===== config.mk =====
export PLATFORM = sky130hd
export DESIGN_NAME = ucode_loader
export DESIGN_NICKNAME = d
export VERILOG_FILES = /design/src/rtl/pkg_common.sv /design/src/rtl/pkg_ucode_sequencer.sv /design/src/rtl/ucode_loader.sv
export SDC_FILE = /design/constraint.sdc
export NUM_CORES = 1
export LEC_CHECK = 0
export ABC_AREA = 1
export CAP_MARGIN = 20
export CORE_ASPECT_RATIO = 0.8
export CORE_UTILIZATION = 49
export DETAILED_ROUTE_END_ITERATION = 10
export GPL_ROUTABILITY_DRIVEN = 0
export PLACE_DENSITY = 0.8
export SLEW_MARGIN = 20
export SYNTH_ARGS = -nofsm -noshare
export SYNTH_HDL_FRONTEND = slang
export SYNTH_SLANG_ARGS = --single-unit

===== constraint.sdc =====
create_clock -name clk_i -period 2.9 [get_ports clk_i]
set_clock_uncertainty 0.2 [all_clocks]
set_input_delay 0.435 -clock clk_i [delete_from_list [all_inputs] [get_ports clk_i]]
set_output_delay 0.435 -clock clk_i [all_outputs]
set_load 0.05 [all_outputs]

===== src/rtl/pkg_common.sv =====
// Constants shared by the uCode sequencer subsystem packages.
package pkg_common;
    localparam int BYTE_W      = 8;
    // One bit wider than the largest address so start+count cannot wrap.
    localparam int ADDR_CALC_W = 9;
endpackage


===== src/rtl/pkg_ucode_sequencer.sv =====
// Header layout, loader state encoding and uCode address type for the sequencer.
package pkg_ucode_sequencer;
    import pkg_common::*;

    localparam int HDR_FIELD_W         = BYTE_W;
    localparam int HDR_START_LSB       = 0;
    localparam int HDR_COUNT_LSB       = BYTE_W;
    localparam int UCODE_DEPTH_DEFAULT = 64;

    typedef logic [$clog2(UCODE_DEPTH_DEFAULT)-1:0] ucode_addr_t;

    typedef enum logic [1:0] {
        IDLE,
        LOAD,
        DRAIN,
        DONE
    } loader_state_e;
endpackage


===== src/rtl/ucode_loader.sv =====
// Streams a header plus instruction words from the config port into uCode memory,
// rejecting out-of-range headers by draining their payload without writing.
module ucode_loader #(
    parameter int UCODE_DEPTH = 64,
    parameter int INSTR_WIDTH = 32
) (
    input  logic                           clk_i,
    input  logic                           rst_i,
    input  logic [INSTR_WIDTH-1:0]         cfg_data_i,
    input  logic                           cfg_valid_i,
    output logic                           cfg_ready_o,
    input  logic                           seq_busy_i,
    output logic                           mem_we_o,
    output logic [$clog2(UCODE_DEPTH)-1:0] mem_addr_o,
    output logic [INSTR_WIDTH-1:0]         mem_wdata_o,
    output logic                           loader_busy_o,
    output logic                           done_o,
    output logic                           err_o
);
    import pkg_common::*;
    import pkg_ucode_sequencer::*;

    localparam int AW = $clog2(UCODE_DEPTH);
    localparam logic [ADDR_CALC_W-1:0] DEPTH_W   = ADDR_CALC_W'(UCODE_DEPTH);
    localparam logic [HDR_FIELD_W-1:0] CNT_ONE   = HDR_FIELD_W'(1);
    localparam logic [AW-1:0]          ADDR_ONE  = AW'(1);

    loader_state_e           state_reg;
    logic [AW-1:0]           addr_reg;
    logic [HDR_FIELD_W-1:0]  remaining_reg;
    logic                    mem_we_reg;
    logic [AW-1:0]           mem_addr_reg;
    logic [INSTR_WIDTH-1:0]  mem_wdata_reg;
    logic                    done_reg;
    logic                    err_reg;

    logic                    xfer;
    logic [HDR_FIELD_W-1:0]  hdr_start;
    logic [HDR_FIELD_W-1:0]  hdr_count;
    logic [ADDR_CALC_W-1:0]  hdr_end;
    logic                    hdr_bad;

    always_comb begin
        hdr_start = cfg_data_i[HDR_START_LSB +: HDR_FIELD_W];
        hdr_count = cfg_data_i[HDR_COUNT_LSB +: HDR_FIELD_W];
        hdr_end   = ADDR_CALC_W'(hdr_start) + ADDR_CALC_W'(hdr_count);
        hdr_bad   = (ADDR_CALC_W'(hdr_start) >= DEPTH_W) || (hdr_end > DEPTH_W);
    end

    // The done_o cycle still belongs to the completion handshake, so new
    // headers are held off and the loader still reports busy.
    assign cfg_ready_o   = !rst_i &&
                           (((state_reg == IDLE) && !seq_busy_i && !done_reg) ||
                            (state_reg == LOAD) || (state_reg == DRAIN));
    assign xfer          = cfg_valid_i && cfg_ready_o;
    assign loader_busy_o = (state_reg != IDLE) || done_reg;

    assign mem_we_o    = mem_we_reg;
    assign mem_addr_o  = mem_addr_reg;
    assign mem_wdata_o = mem_wdata_reg;
    assign done_o      = done_reg;
    assign err_o       = err_reg;

    always_ff @(posedge clk_i) begin
        if (rst_i) begin
            state_reg     <= IDLE;
            addr_reg      <= '0;
            remaining_reg <= '0;
            mem_we_reg    <= 1'b0;
            mem_addr_reg  <= '0;
            mem_wdata_reg <= '0;
            done_reg      <= 1'b0;
            err_reg       <= 1'b0;
        end else begin
            mem_we_reg <= 1'b0;
            done_reg   <= 1'b0;
            err_reg    <= 1'b0;
            case (state_reg)
                IDLE: begin
                    if (xfer) begin
                        if (hdr_bad) begin
                            err_reg       <= 1'b1;
                            remaining_reg <= hdr_count;
                            state_reg     <= (hdr_count == '0) ? IDLE : DRAIN;
                        end else if (hdr_count == '0) begin
                            state_reg <= DONE;
                        end else begin
                            addr_reg      <= hdr_start[AW-1:0];
                            remaining_reg <= hdr_count;
                            state_reg     <= LOAD;
                        end
                    end
                end
                LOAD: begin
                    if (xfer) begin
                        mem_we_reg    <= 1'b1;
                        mem_addr_reg  <= addr_reg;
                        mem_wdata_reg <= cfg_data_i;
                        remaining_reg <= remaining_reg - CNT_ONE;
                        // Holding the address on the last word keeps a load
                        // ending at the top of memory from wrapping to zero.
                        if (remaining_reg == CNT_ONE) begin
                            state_reg <= DONE;
                        end else begin
                            addr_reg <= addr_reg + ADDR_ONE;
                        end
                    end
                end
                DRAIN: begin
                    if (xfer) begin
                        remaining_reg <= remaining_reg - CNT_ONE;
                        if (remaining_reg == CNT_ONE) begin
                            state_reg <= IDLE;
                        end
                    end
                end
                DONE: begin
                    done_reg  <= 1'b1;
                    state_reg <= IDLE;
                end
                default: state_reg <= IDLE;
            endcase
        end
    end
endmodule


==> reports/qor.yml, run 1 <==
status:
  status: "finished clean"
logic_synthesis:
  synth_top_cells_by_area: "dfxtp_1, nand2_1, a21oi_2"
  synth_cell_types: 34
  synth.avg_cell_area_sq_um: 7.28
  yosys_warnings: 0
  synth-edff-count: 0
  yosysMostFrequentCell: "nand2_1"
  synth_top_area_cell: "dfxtp_1"
  synth_top_area_share_pct: 36.3
  netlist_area_sq_mm: 0.00314
  synthCells: 432
  ys_top_cells_by_count: "nand2_1, dfxtp_1, nor2_1"
  synthArstFlopShare_pct: 0
  synth_seq_cells: 57
  syn-num-nets: 484
  synth_ff_type: "dfxtp_1"
  seq_area_frac_synth_pct: 36.3
clocking:
  clk_path_buf_depth: 2
  cts.reportedPaths.clkPinSlew_ns: 0.07
  ctsHtreeMaxLevel: 3
  cts_num_sinks: 57
  cts_tree: "built"
  cts_root_buffer: "clkbuf_8"
  hold_buffers: 0
  clock_latency_ns: 0.34
  numCtsBuffers: 9
critical_path:
  crit_path_end_kind: "flop"
  arrival_ns: 2.78
  rrSetupSlack_ns: 0.19
  worstSetupPathType: "reg2reg"
  startpoint_type: "flop"
  critPathMaxFanout: 11
  r2r_cells: 11
  critical_path_required_ns: 2.98
pwr:
  p_int_mw: 1.66
  p_sw_share_pct: 39.0
  powerDensity_mw_per_mm2: 633
  irDropWorstVdd_mv: 0.749
  power_leakage_nw: 1.76
  pwr-share-seq_pct: 33.0
  p_sw_mw: 1.06
  clkPwrFrac_pct: 28.5
  power_frac_comb_pct: 38.6
global_routing:
  grt_pass1_wl_mm: 13.3
  overflow: 0
  first_global_vias: 2850
  grtUsageTotal_pct: 25.4
  antenna_found_initial: 0
  grt_max_degree: 43
routing:
  routedWlPerCell_um: 13.7
  drt_iter0_drc: 207
  vias_per_cell: 5.14
  drc: 0
  wirelength_mm: 8.38
  dr.pass1.iters: 5
  ant_nets: 0
  vias: 3142
sta:
  hold_viol_final: 0
  grt_setup_unrepaired: "false"
  setup_viol: 0
  slew_viol_final: 0
  setup_ws_ns: 0.193
  slew_headroom_pct: 51.4
  tns_ns: 0
  worst_slew_pin_slew_ns: 0.726
  fin_crit_ns: 2.71
  period_share_pct: 93.3
  max_freq_mhz: 369
layout:
  fin_cells: 611
  postLayoutCoreUtil_pct: 71.2
  largest_reg_flops: 32
  finalNetCount: 577
  antenna_cells: 0
  syn2layout_area_growth_pct: 36.7
  drive_above_1_share_pct: 21.3
  final_area_sq_mm: 0.00430
die:
  fp.dieW_um: 91.6
  die_height_um: 73.7
  rows: 25
  ios: 79
  core-area_sq_mm: 0.00604
  die-area_sq_mm: 0.00674
  initial_core_util_pct: 52.1
place:
  dp.cells: 592
  io_buffers: 78
  place_area_sq_mm: 0.00405
  pre_cts_slack_ns: -0.342
  post-dp-hpwl_mm: 6.06
hold_path:
  holdPathStages: 2
  hold_class: "reg2reg"
job:
  drv_cap: 0
-- metal layers --
layer  global-route usage, %  vias to the layer above  routed length [um]
li1                        -                     1575                   -
met1                    33.1                     1439                3930
met2                    41.9                      112                3860
met3                    4.76                       16                 461
met4                    10.2                        0                 131
met5                       0                        -                   0
-- critical path: stages, from the launching register on --
cell and delay (ns):
dfxtp_1 0.35, inv_1 0.09, ha_1 0.34, nand2_2 0.09, or2_0 0.22, a21oi_2 0.18
nand2_2 0.13, nor2_1 0.59, nand3_1 0.22, nand2_1 0.10, nand2_1 0.05, nor2_1 0.09
-- stage by stage --
stage | power, mW | hold slack (ns)
6_report | 2.72 | 0.263
4_1_cts | 2.70 | 0.265
2_1_floorplan | 1.64 | 0.259
5_1_grt | 2.88 | 0.291
3_5_place_dp | 1.92 | 0.256
3_3_place_gp | 1.91 | 0.253
-- power by group through the flow --
stage | sequential, mW | combinational (mW) | clock, mW
2_1_floorplan | 0.971 | 0.674 | 0
3_3_place_gp | 0.909 | 0.999 | 0
3_5_place_dp | 0.912 | 1.01 | 0
4_1_cts | 0.895 | 1.03 | 0.776
5_1_grt | 0.904 | 1.16 | 0.809
6_report | 0.897 | 1.05 | 0.775
-- final cells by class --
class,instances,area [sq um]
multi-input combinational,321,1780
fill,497,1740
sequential,57,1140
timing repair buffer,96,913
inverter,40,158
clock buffer,11,151
tap,81,101
clock inverter,5,53.8
-- cell usage in the layout (no fill, tap or decap), drive strengths merged, types with 3 or more instances in the layout --
| cell type | instances |
|---|---|
| a21oi | 56 |
| buf | 20 |
| clkbuf | 11 |
| clkdlybuf4s50 | 74 |
| clkinv | 5 |
| dfxtp | 57 |
| ha | 15 |
| inv | 39 |
| mux2i | 3 |
| nand2 | 136 |
| nand3 | 21 |
| nand4 | 4 |
| nor2 | 48 |
| nor3 | 3 |
| o21ai | 19 |
| or2 | 3 |
-- timing repair --
item                                    4_1_cts  5_1_grt
buffers inserted                              0        2
cloned                                        0        1
resized for setup                             1        8
pin swaps                                     0        1
endpoints found under the setup margin        3       15
-- path summary, 6_finish.rpt --
| check | startpoint | endpoint |
|---|---|---|
| setup reg to reg | state_reg[0] | addr_reg[3] |
| setup / recovery | state_reg[0] | addr_reg[3] |
| hold reg to reg | mem_wdata_o[24] | mem_wdata_o[24] |
| hold / removal | mem_wdata_o[24] | mem_wdata_o[24] |
-- cell families after synthesis --
family / Yosys count / share of synthesized area, %
and+or+nand+nor: 218 / 30.7
AOI/OAI and AO/OA: 80 / 16.8
DFF: 57 / 36.3
buffers and inverters: 55 / 7.84
adders and majority gates: 16 / 6.61
xor gates and xnor gates: 3 / 0.836
muxes: 3 / 0.955
Power figures use the tool's default switching activity.
==> run 2: changes to the inputs <==
--- a/config.mk
+++ b/config.mk
@@ -6,7 +6,7 @@
 export NUM_CORES = 1
 export LEC_CHECK = 0
 export ABC_AREA = 1
-export CAP_MARGIN = 20
+export CAP_MARGIN = 30
 export CORE_ASPECT_RATIO = 0.8
 export CORE_UTILIZATION = 49
 export DETAILED_ROUTE_END_ITERATION = 10
==> results of run 2 <==
No change in the layout: final DEF, timing and power equal those of run 1.
